### src/rtl/id_ex_if.sv
// id_ex_if: valid/ready bus carrying one decoded instruction between pipeline stages.
// Rev 1.0
`default_nettype none

interface id_ex_if #(
    parameter int XLEN   = 32,
    parameter int SIDE_W = 8
);
    logic              valid;
    logic              ready;
    logic [XLEN-1:0]   inst;
    logic [XLEN-1:0]   inst_addr;
    logic [XLEN-1:0]   op_num1;
    logic [XLEN-1:0]   op_num2;
    logic [4:0]        rd_addr;
    logic              reg_wen;
    logic [SIDE_W-1:0] side;

    modport master (
        output valid, inst, inst_addr, op_num1, op_num2, rd_addr, reg_wen, side,
        input  ready
    );

    modport slave (
        input  valid, inst, inst_addr, op_num1, op_num2, rd_addr, reg_wen, side,
        output ready
    );
endinterface

`default_nettype wire

### src/rtl/id_ex_pipe_stage.sv
// id_ex_pipe_stage: ID->EX register slice with flush-to-bubble, optional skid entry and stall counter.
// Rev 1.0
`default_nettype none

module id_ex_pipe_stage #(
    parameter int               XLEN     = 32,
    parameter int               SIDE_W   = 8,
    parameter bit               SKID_EN  = 1'b1,
    parameter logic [XLEN-1:0]  NOP_INST = 32'h0000_0013,
    parameter int               CNT_W    = 16
) (
    input  wire logic             clk,
    input  wire logic             rst,
    input  wire logic             flush_i,
    id_ex_if.slave                in_if,
    id_ex_if.master               out_if,
    output logic [CNT_W-1:0]      stall_cnt_o
);

    localparam int PW = 4 * XLEN + 5 + 1 + SIDE_W;
    // An empty stage must look like a harmless NOP to EX.
    localparam logic [PW-1:0] BUBBLE = {NOP_INST, {(PW - XLEN){1'b0}}};

    typedef enum logic [1:0] {
        S_EMPTY = 2'd0,
        S_FULL  = 2'd1,
        S_SKID  = 2'd2
    } state_t;

    logic [PW-1:0]    w_in_pl;
    logic [PW-1:0]    main_q;
    logic             out_valid_q;
    logic             w_in_ready;
    logic             w_in_fire;
    logic             w_out_fire;
    logic [CNT_W-1:0] stall_q;

    assign w_in_pl = {in_if.inst, in_if.inst_addr, in_if.op_num1, in_if.op_num2,
                      in_if.rd_addr, in_if.reg_wen, in_if.side};

    assign w_in_fire   = in_if.valid & w_in_ready;
    assign w_out_fire  = out_valid_q & out_if.ready;
    assign in_if.ready = w_in_ready;

    assign out_if.valid = out_valid_q;
    assign {out_if.inst, out_if.inst_addr, out_if.op_num1, out_if.op_num2,
            out_if.rd_addr, out_if.reg_wen, out_if.side} = main_q;

    generate
        if (SKID_EN) begin : g_skid
            state_t        state_q;
            logic [PW-1:0] skid_q;
            logic          in_ready_q;

            assign w_in_ready = in_ready_q;

            always_ff @(posedge clk) begin
                if (rst || flush_i) begin
                    state_q     <= S_EMPTY;
                    main_q      <= BUBBLE;
                    skid_q      <= BUBBLE;
                    out_valid_q <= 1'b0;
                    in_ready_q  <= 1'b1;
                end else begin
                    case (state_q)
                        S_EMPTY: begin
                            if (w_in_fire) begin
                                main_q      <= w_in_pl;
                                out_valid_q <= 1'b1;
                                state_q     <= S_FULL;
                            end
                        end
                        S_FULL: begin
                            case ({w_in_fire, w_out_fire})
                                2'b11: main_q <= w_in_pl;
                                2'b10: begin
                                    skid_q     <= w_in_pl;
                                    in_ready_q <= 1'b0;
                                    state_q    <= S_SKID;
                                end
                                2'b01: begin
                                    main_q      <= BUBBLE;
                                    out_valid_q <= 1'b0;
                                    state_q     <= S_EMPTY;
                                end
                                default: ;
                            endcase
                        end
                        S_SKID: begin
                            // Skid entry only ever moves into main, so order is kept.
                            if (w_out_fire) begin
                                main_q     <= skid_q;
                                skid_q     <= BUBBLE;
                                in_ready_q <= 1'b1;
                                state_q    <= S_FULL;
                            end
                        end
                        default: begin
                            state_q     <= S_EMPTY;
                            main_q      <= BUBBLE;
                            out_valid_q <= 1'b0;
                            in_ready_q  <= 1'b1;
                        end
                    endcase
                end
            end
        end else begin : g_single
            assign w_in_ready = ~out_valid_q | out_if.ready;

            always_ff @(posedge clk) begin
                if (rst || flush_i) begin
                    main_q      <= BUBBLE;
                    out_valid_q <= 1'b0;
                end else if (w_in_fire) begin
                    main_q      <= w_in_pl;
                    out_valid_q <= 1'b1;
                end else if (w_out_fire) begin
                    main_q      <= BUBBLE;
                    out_valid_q <= 1'b0;
                end
            end
        end
    endgenerate

    // Flush does not mask the count: a stalled cycle is still a stalled cycle.
    always_ff @(posedge clk) begin
        if (rst) begin
            stall_q <= '0;
        end else if (out_valid_q && !out_if.ready && (stall_q != {CNT_W{1'b1}})) begin
            stall_q <= stall_q + 1'b1;
        end
    end

    assign stall_cnt_o = stall_q;

endmodule

`default_nettype wire

### src/flat_wrapper.sv
// flat-port wrapper written by rule: the top's interface ports become plain ports
module id_ex_pipe_stage_flat 
#(
    parameter int               XLEN     = 32,
    parameter int               SIDE_W   = 8,
    parameter bit               SKID_EN  = 1'b1,
    parameter logic [XLEN-1:0]  NOP_INST = 32'h0000_0013,
    parameter int               CNT_W    = 16
)
  (clk, rst, flush_i, stall_cnt_o, in_if_valid, in_if_inst, in_if_inst_addr, in_if_op_num1, in_if_op_num2, in_if_rd_addr, in_if_reg_wen, in_if_side, in_if_ready, out_if_valid, out_if_inst, out_if_inst_addr, out_if_op_num1, out_if_op_num2, out_if_rd_addr, out_if_reg_wen, out_if_side, out_if_ready);
  id_ex_if #(.XLEN(XLEN), .SIDE_W(SIDE_W)) in_if_i ();
  id_ex_if #(.XLEN(XLEN), .SIDE_W(SIDE_W)) out_if_i ();
  input  wire logic clk;
  input  wire logic rst;
  input  wire logic flush_i;
  output logic [CNT_W-1:0] stall_cnt_o;
  input wire logic [$bits(in_if_i.valid)-1:0] in_if_valid;
  input wire logic [$bits(in_if_i.inst)-1:0] in_if_inst;
  input wire logic [$bits(in_if_i.inst_addr)-1:0] in_if_inst_addr;
  input wire logic [$bits(in_if_i.op_num1)-1:0] in_if_op_num1;
  input wire logic [$bits(in_if_i.op_num2)-1:0] in_if_op_num2;
  input wire logic [$bits(in_if_i.rd_addr)-1:0] in_if_rd_addr;
  input wire logic [$bits(in_if_i.reg_wen)-1:0] in_if_reg_wen;
  input wire logic [$bits(in_if_i.side)-1:0] in_if_side;
  output wire logic [$bits(in_if_i.ready)-1:0] in_if_ready;
  output wire logic [$bits(out_if_i.valid)-1:0] out_if_valid;
  output wire logic [$bits(out_if_i.inst)-1:0] out_if_inst;
  output wire logic [$bits(out_if_i.inst_addr)-1:0] out_if_inst_addr;
  output wire logic [$bits(out_if_i.op_num1)-1:0] out_if_op_num1;
  output wire logic [$bits(out_if_i.op_num2)-1:0] out_if_op_num2;
  output wire logic [$bits(out_if_i.rd_addr)-1:0] out_if_rd_addr;
  output wire logic [$bits(out_if_i.reg_wen)-1:0] out_if_reg_wen;
  output wire logic [$bits(out_if_i.side)-1:0] out_if_side;
  input wire logic [$bits(out_if_i.ready)-1:0] out_if_ready;
  assign in_if_i.valid = in_if_valid;
  assign in_if_i.inst = in_if_inst;
  assign in_if_i.inst_addr = in_if_inst_addr;
  assign in_if_i.op_num1 = in_if_op_num1;
  assign in_if_i.op_num2 = in_if_op_num2;
  assign in_if_i.rd_addr = in_if_rd_addr;
  assign in_if_i.reg_wen = in_if_reg_wen;
  assign in_if_i.side = in_if_side;
  assign in_if_ready = in_if_i.ready;
  assign out_if_valid = out_if_i.valid;
  assign out_if_inst = out_if_i.inst;
  assign out_if_inst_addr = out_if_i.inst_addr;
  assign out_if_op_num1 = out_if_i.op_num1;
  assign out_if_op_num2 = out_if_i.op_num2;
  assign out_if_rd_addr = out_if_i.rd_addr;
  assign out_if_reg_wen = out_if_i.reg_wen;
  assign out_if_side = out_if_i.side;
  assign out_if_i.ready = out_if_ready;
  id_ex_pipe_stage #(.XLEN(XLEN), .SIDE_W(SIDE_W), .SKID_EN(SKID_EN), .NOP_INST(NOP_INST), .CNT_W(CNT_W)) u_core (.clk(clk), .rst(rst), .flush_i(flush_i), .in_if(in_if_i), .out_if(out_if_i), .stall_cnt_o(stall_cnt_o));
endmodule
### config.mk
export PLATFORM = sky130hd
export DESIGN_NAME = id_ex_pipe_stage_flat
export DESIGN_NICKNAME = d
export VERILOG_FILES = /design/src/rtl/id_ex_if.sv /design/src/rtl/id_ex_pipe_stage.sv /design/src/flat_wrapper.sv
export SDC_FILE = /design/constraint.sdc
export NUM_CORES = 1
export LEC_CHECK = 0
export ABC_CLOCK_PERIOD_IN_PS = 3000
export CAP_MARGIN = 20
export CORE_UTILIZATION = 60
export CTS_CLUSTER_DIAMETER = 60
export CTS_CLUSTER_SIZE = 12
export DETAILED_ROUTE_END_ITERATION = 10
export DONT_BUFFER_PORTS = 1
export PLACE_DENSITY_LB_ADDON = 0.12
export SETUP_SLACK_MARGIN = 0.2
export SYNTH_ARGS = -nofsm -noshare
export SYNTH_HDL_FRONTEND = slang
export SYNTH_SLANG_ARGS = --single-unit
### constraint.sdc
create_clock -name clk -period 3 [get_ports clk]
set_clock_uncertainty 0.1 [all_clocks]
set_input_delay 0.3 -clock clk [delete_from_list [all_inputs] [get_ports clk]]
set_output_delay 0.3 -clock clk [all_outputs]
set_load 0.005 [all_outputs]
Yosys cells after proc, flatten, opt, wreduce, memory -nomap -nowiden
Cells that the tools add are included.

word-level totals
  flip-flop bits (word level) = 304
  input bits = 147
  word-level logic and storage cells = 51

operators by class
  add/sub/neg operators = 1
  equal/unequal tests = 12
  mux-type cells = 17
  bitwise operators = 4
  reduce and logical (&&, ||, !) cells = 11

operators by type and width
  operator                                             number
  2-to-1 mux 142 bit                                   4
  one-hot mux 142 bit (2 select lines)                 2
  one-hot mux 142 bit (3 select lines)                 1
  adder 16 x 1 -> 16 bit, second input constant        1
  != test 16 bit, second input constant                1
  AND reduction 3 bit                                  5
  equality test 2 bit, second input constant           3
  != test 2 x 1 -> 1 bit, second input constant        3
  one-hot mux 1 bit (3 select lines)                   2
  one-hot mux 2 bit (3 select lines)                   1
  equality test 2 x 1 -> 1 bit, second input constant  2
  2-to-1 mux 1 bit                                     4
  2-to-1 mux 2 bit                                     2
  one-hot mux 2 bit (2 select lines)                   1
  != test 3 x 2 -> 1 bit, second input constant        1
  != test 3 bit, second input constant                 1
  AND 1 bit                                            2
  logical AND 1 bit                                    2
  logical NOT 2 bit                                    1
  != test 2 bit, second input constant                 1
  NOT 1 bit                                            2
  nonzero test 2 bit                                   1
  logical NOT 1 bit                                    1
  logical OR 1 bit                                     1

Logic depth before layout (Yosys ltp)
  depth after elaboration = 4
  gate-level depth with buffers = 8
  depth with buffers taken out = 5

Worst setup path after synthesis
OpenSTA, ideal clock, no wires.

  kind = register -> register
  start = register u_core.out_valid_q, in the netlist u_core.out_if.valid
  end = register u_core.stall_q[15], in the netlist u_core.stall_cnt_o[15]
  arrival time = 1.626 ns
  data required time = 2.830 ns
  setup slack = 1.204 ns
  stages on the path, launching flop included = 6
  path buffers = 1
  period minus slack after synthesis = 1.796 ns
  cells stage by stage = dfxtp_1 > buf_4 > nand4b_4 > or4_4 > or4_1 > a21oi_1

between the ends
  longest elaborated chain between the ends = 2

ends and longest elaborated chain
  element                          RTL line                 source
  from (decl)                      id_ex_pipe_stage.sv:32   logic out_valid_q;
  from (signal assigned)           id_ex_pipe_stage.sv:62   out_valid_q <= 1'b0;
  from (signal assigned)           id_ex_pipe_stage.sv:69   out_valid_q <= 1'b1;
  from (signal assigned)           id_ex_pipe_stage.sv:83   out_valid_q <= 1'b0;
  logical AND 1 bit (2 in series)  id_ex_pipe_stage.sv:129  end else if (out_valid_q && !out_if.ready && (stall_q != {CNT_W{1'b1}})) begin
  to (signal assigned)             id_ex_pipe_stage.sv:130  stall_q <= stall_q + 1'b1;
  to (decl)                        id_ex_pipe_stage.sv:36   logic [CNT_W-1:0] stall_q;

Every way passes these cells.
A chain may end at the register's enable or synchronous reset.

Final worst setup path
  start = register u_core.stall_q[0], in the netlist u_core.stall_cnt_o[0]
  end = register u_core.stall_q[7], in the netlist u_core.stall_cnt_o[7]

between the ends
  longest elaborated chain between the ends = 2

ends and longest elaborated chain
  element
  parallel branches: the longest is 2 deep, another holds adder 16 x 1 -> 16 bit

Several ways; the timed one is not identified.

==> impl_results.md <==
* Outcome: finished with violations
* Violations in the final reports: design-rule violations
* Per-cell via count in the routed design at 6.14
* Post-Route WL at ~40 mm
* Launch point of the critical path: u_core.stall_cnt_o[0]$_SDFFE_PP0P_
* Clock tree from TritonCTS: done
* Non-filler cells in the finished layout at roughly 2000
* Maximum number of pins on one net before global-route repair at 90
* Instance count of the mapped netlist at about 1700
* RSZ-0062 raised after global routing: false
* Worst slack at placement at slightly below 0.7 ns
* Cell area after synthesis at 0.0136 mm²
* TritonCTS buffer count at 30
* Critical path's slowest cell: o41ai_4
* Total vias in the final route at between 10000 and 15000
* Crit-path cells: ha_1, inv_1, o41ai_4, or4_1, a21oi_1, dlygate4sd3_1
* Root Driver: clkbuf_16
* Worst-case reg-to-reg path depth at 6
* Post-synthesis register bit count at 304
* Number of warnings printed during yosys synthesis at 0
* Number of max-cap violations at 0
* Worst Path Class, Setup: reg2reg
* Capturing element type of the critical path: flop
* Final std cell area, no fill at 0.0160 mm²
* Critical Path AT at around 2.9 ns
* Part of the cycle the worst path needs at 0.839
* Headroom to the max-slew limit at 0.471
* Final hold slack at ~0.013 ns
* R2r startpoint: u_core.stall_cnt_o[0]$_SDFFE_PP0P_
* Instance area at placement at between 0.01 and 0.015 mm²
* Core footprint at between 0.02 and 0.025 mm²
* Post-synth EDFFs at 0
* Clock sinks at slightly above 300
* Die ar. at roughly 0.023 mm²
* Number of nets with antenna violations after detailed routing at 0
* Share of the synthesized area in the top cell type at 0.448
* Hold EP: u_core.main_q[137]$_SDFFE_PP0P_
* Max-slew violations at 0
* Number of instances in the placed design at 1857
* Worst-Skew Late Latency at around 0.55 ns
* DRC errors left at 21
* Clock slew at reported path FFs at approximately 0.060 ns
* Total negative slack at 0 ns
* Routability congestion estimate at 0.801
* Detailed placer's ending HPWL at approximately 21 mm
* Global-route wire length before repair at between 60 and 70 mm
* Fraction of registers with async set or reset after synthesis at 0
* Final net count at ~1900
* Detailed-router iteration count before antenna repair at 9
* Maximum clock path buffer count at 3
* Buf/Inv on CP at 2
* Post-route setup slack at around 0.48 ns
* Initial DRC count at 1313
* CTS H-tree lvls at 1
* Power Dens Cells at around 520 mW/mm²
* Die outline height at 152 µm
* Fillers at about 1800
* Syn Nets at between 1500 and 2000
* Most instantiated library cell after synthesis: dfxtp_1
* Min-Delay Path Class: in2reg
* Starting density of the core at 0.617
* Mean instance size in the synthesized netlist at approximately 7.9 µm²
* Initial antenna violation count at 2
* Top_reg_cell synth: dfxtp_1
* Via count of the first global-routing pass at 11900
* Data required time of the worst path at around 3.3 ns
* Worst Tran Pin Value at 0.793 ns
* CP Max Fanout at 9
* Leakage Power at roughly 5.6 nW
* Total number of placement rows at 54
* Capture point of the worst reg-to-reg path: u_core.stall_cnt_o[7]$_SDFFE_PP0P_
* Slowest stage delay, CP at around 0.59 ns
* Number of distinct library cells after synthesis at 48
* Cell types with the highest counts after synthesis: dfxtp_1 (304), a21oi_1 (295), nand2_1 (150), nor2_1 (148), nand2b_1 (143)
* Number of cells traversed by the worst hold path at 4
* Biggest area contributors in the synthesized netlist: dfxtp_1 (45%), a21oi_1 (11%), a22oi_1 (7.7%), nand2b_1 (6.6%), and2_1 (6.5%)
* Global-route usage over all layers at 0.321
* Kind of cell adding the most delay to the critical path: buffers and inverters
* Routed WL per cell at around 19 µm
* Internal reg-to-reg setup slack at roughly 0.48 ns
* Area growth from synthesis to final layout at 17.6%
* Die outline width at around 150 µm
* Buffers inserted during post-CTS setup optimization at 0
* Peak VDD IR at approximately 0.5 mV
* Count of buffers inserted at the top-level ports at 0
* Number of hold violations in the final report at 0
* Final setup viols at 0
* Number of top-level design ports at 307
* Largest area contributor in the synthesized netlist: dfxtp_1
* Portion of the post-synthesis area used by sequential elements at 0.448
* Startpoint of the worst hold path: in_if_inst[27]
* Maximum achievable frequency at slightly below 400 MHz
* Share of layout cells above drive strength 1 at 0.0397
* Post-layout minimum cycle time at 2.52 ns
* Critical path startpoint category: flop
* Residual overflow from global routing at 0
-- report_power, final --
part	total (W)	switching, W	internal [W]
Sequential	0.00420	0.0000803	0.00412
Combinational	0.000827	0.000479	0.000348
Clock	0.00334	0.00148	0.00186
-- placed cells by master (no fill, tap or decap), types with 3 or more instances in the layout --
| cell type | instances |
|---|---|
| a21o_1 | 3 |
| a21oi_1 | 295 |
| a22oi_1 | 139 |
| and2_1 | 140 |
| buf_12 | 15 |
| buf_4 | 7 |
| clkbuf_1 | 4 |
| clkbuf_16 | 31 |
| dfxtp_1 | 303 |
| dlygate4sd3_1 | 147 |
| inv_1 | 3 |
| nand2_1 | 150 |
| nand2b_1 | 143 |
| nand3_1 | 10 |
| nand4_1 | 7 |
| nor2_1 | 148 |
| nor3_1 | 3 |
| o21ai_0 | 96 |
| o21ai_1 | 56 |
| o22ai_1 | 3 |
| o31ai_1 | 4 |
| or3_1 | 11 |
| or4_1 | 3 |
-- cells by family after synthesis --
group / share of synthesized area
mux: 0.00147
simple gates: 0.241
buf+inv: 0.0502
flops: 0.448
fa+ha+maj: 0.000921
xor+xnor: 0.00129
compound gates: 0.257
-- metrics by stage --
stage                     utilization  power [W]
after CTS                       0.724    0.00840
final                           0.725    0.00837
after floorplan                     -    0.00474
after global placement          0.620    0.00490
after detailed placement        0.620    0.00491
after global routing            0.725    0.00863
-- sequential cells by signal, indices dropped and copies added, names as in the netlist --
| signal | flops |
|---|---|
| u_core.in_if.ready | 1 |
| u_core.out_if.valid | 1 |
| u_core.g_skid.state_q | 2 |
| u_core.g_skid.skid_q | 142 |
| u_core.stall_cnt_o | 16 |
| u_core.main_q | 142 |
-- tightest hold or removal path, cell delays in order --
cell      delay, ns
nand2b_1       0.04
a21oi_1        0.04
o21ai_0        0.16
a21oi_1        0.07
-- how the worst max path moves through the flow --
stage | depth (start not counted) | to | slack (ns)
CTS | 6 | u_core.stall_cnt_o[7]$_SDFFE_PP0P_ | 0.33
finish | 6 | u_core.stall_cnt_o[7]$_SDFFE_PP0P_ | 0.48
global route | 5 | u_core.stall_cnt_o[7]$_SDFFE_PP0P_ | 0.32
global placement | 5 | u_core.main_q[114]$_SDFFE_PP1P_ | 0.75
floorplan | 5 | u_core.stall_cnt_o[15]$_SDFFE_PP0P_ | 1.20
detailed placement | 5 | u_core.main_q[114]$_SDFFE_PP1P_ | 0.69
-- what timing repair did --
action	4_1_cts	5_1_grt
hold buffers	147	0
endpoints found under the hold margin	253	0
resized for setup	0	1
endpoints found under the setup margin	0	1
-- layout make-up --
cell class	count	area, µm²	area share
repair buffers	169	1820	0.114
diodes	1	2.50	0.000157
clock inverters	3	18.8	0.00118
flip-flops and latches	304	6090	0.381
inverters	3	11.3	0.000705
clock buffers	36	805	0.0504
well taps	280	350	0.0219
multi-input cells	1248	6870	0.430
-- layer usage --
layer,share of wire,GRT usage,vias up
met5,0.00021,0,-
met1,0.41,0.417,5923
met4,0.039,0.132,2
met2,0.46,0.508,547
li1,-,-,5963
met3,0.090,0.0828,112
(Power assumes the default switching activity.)
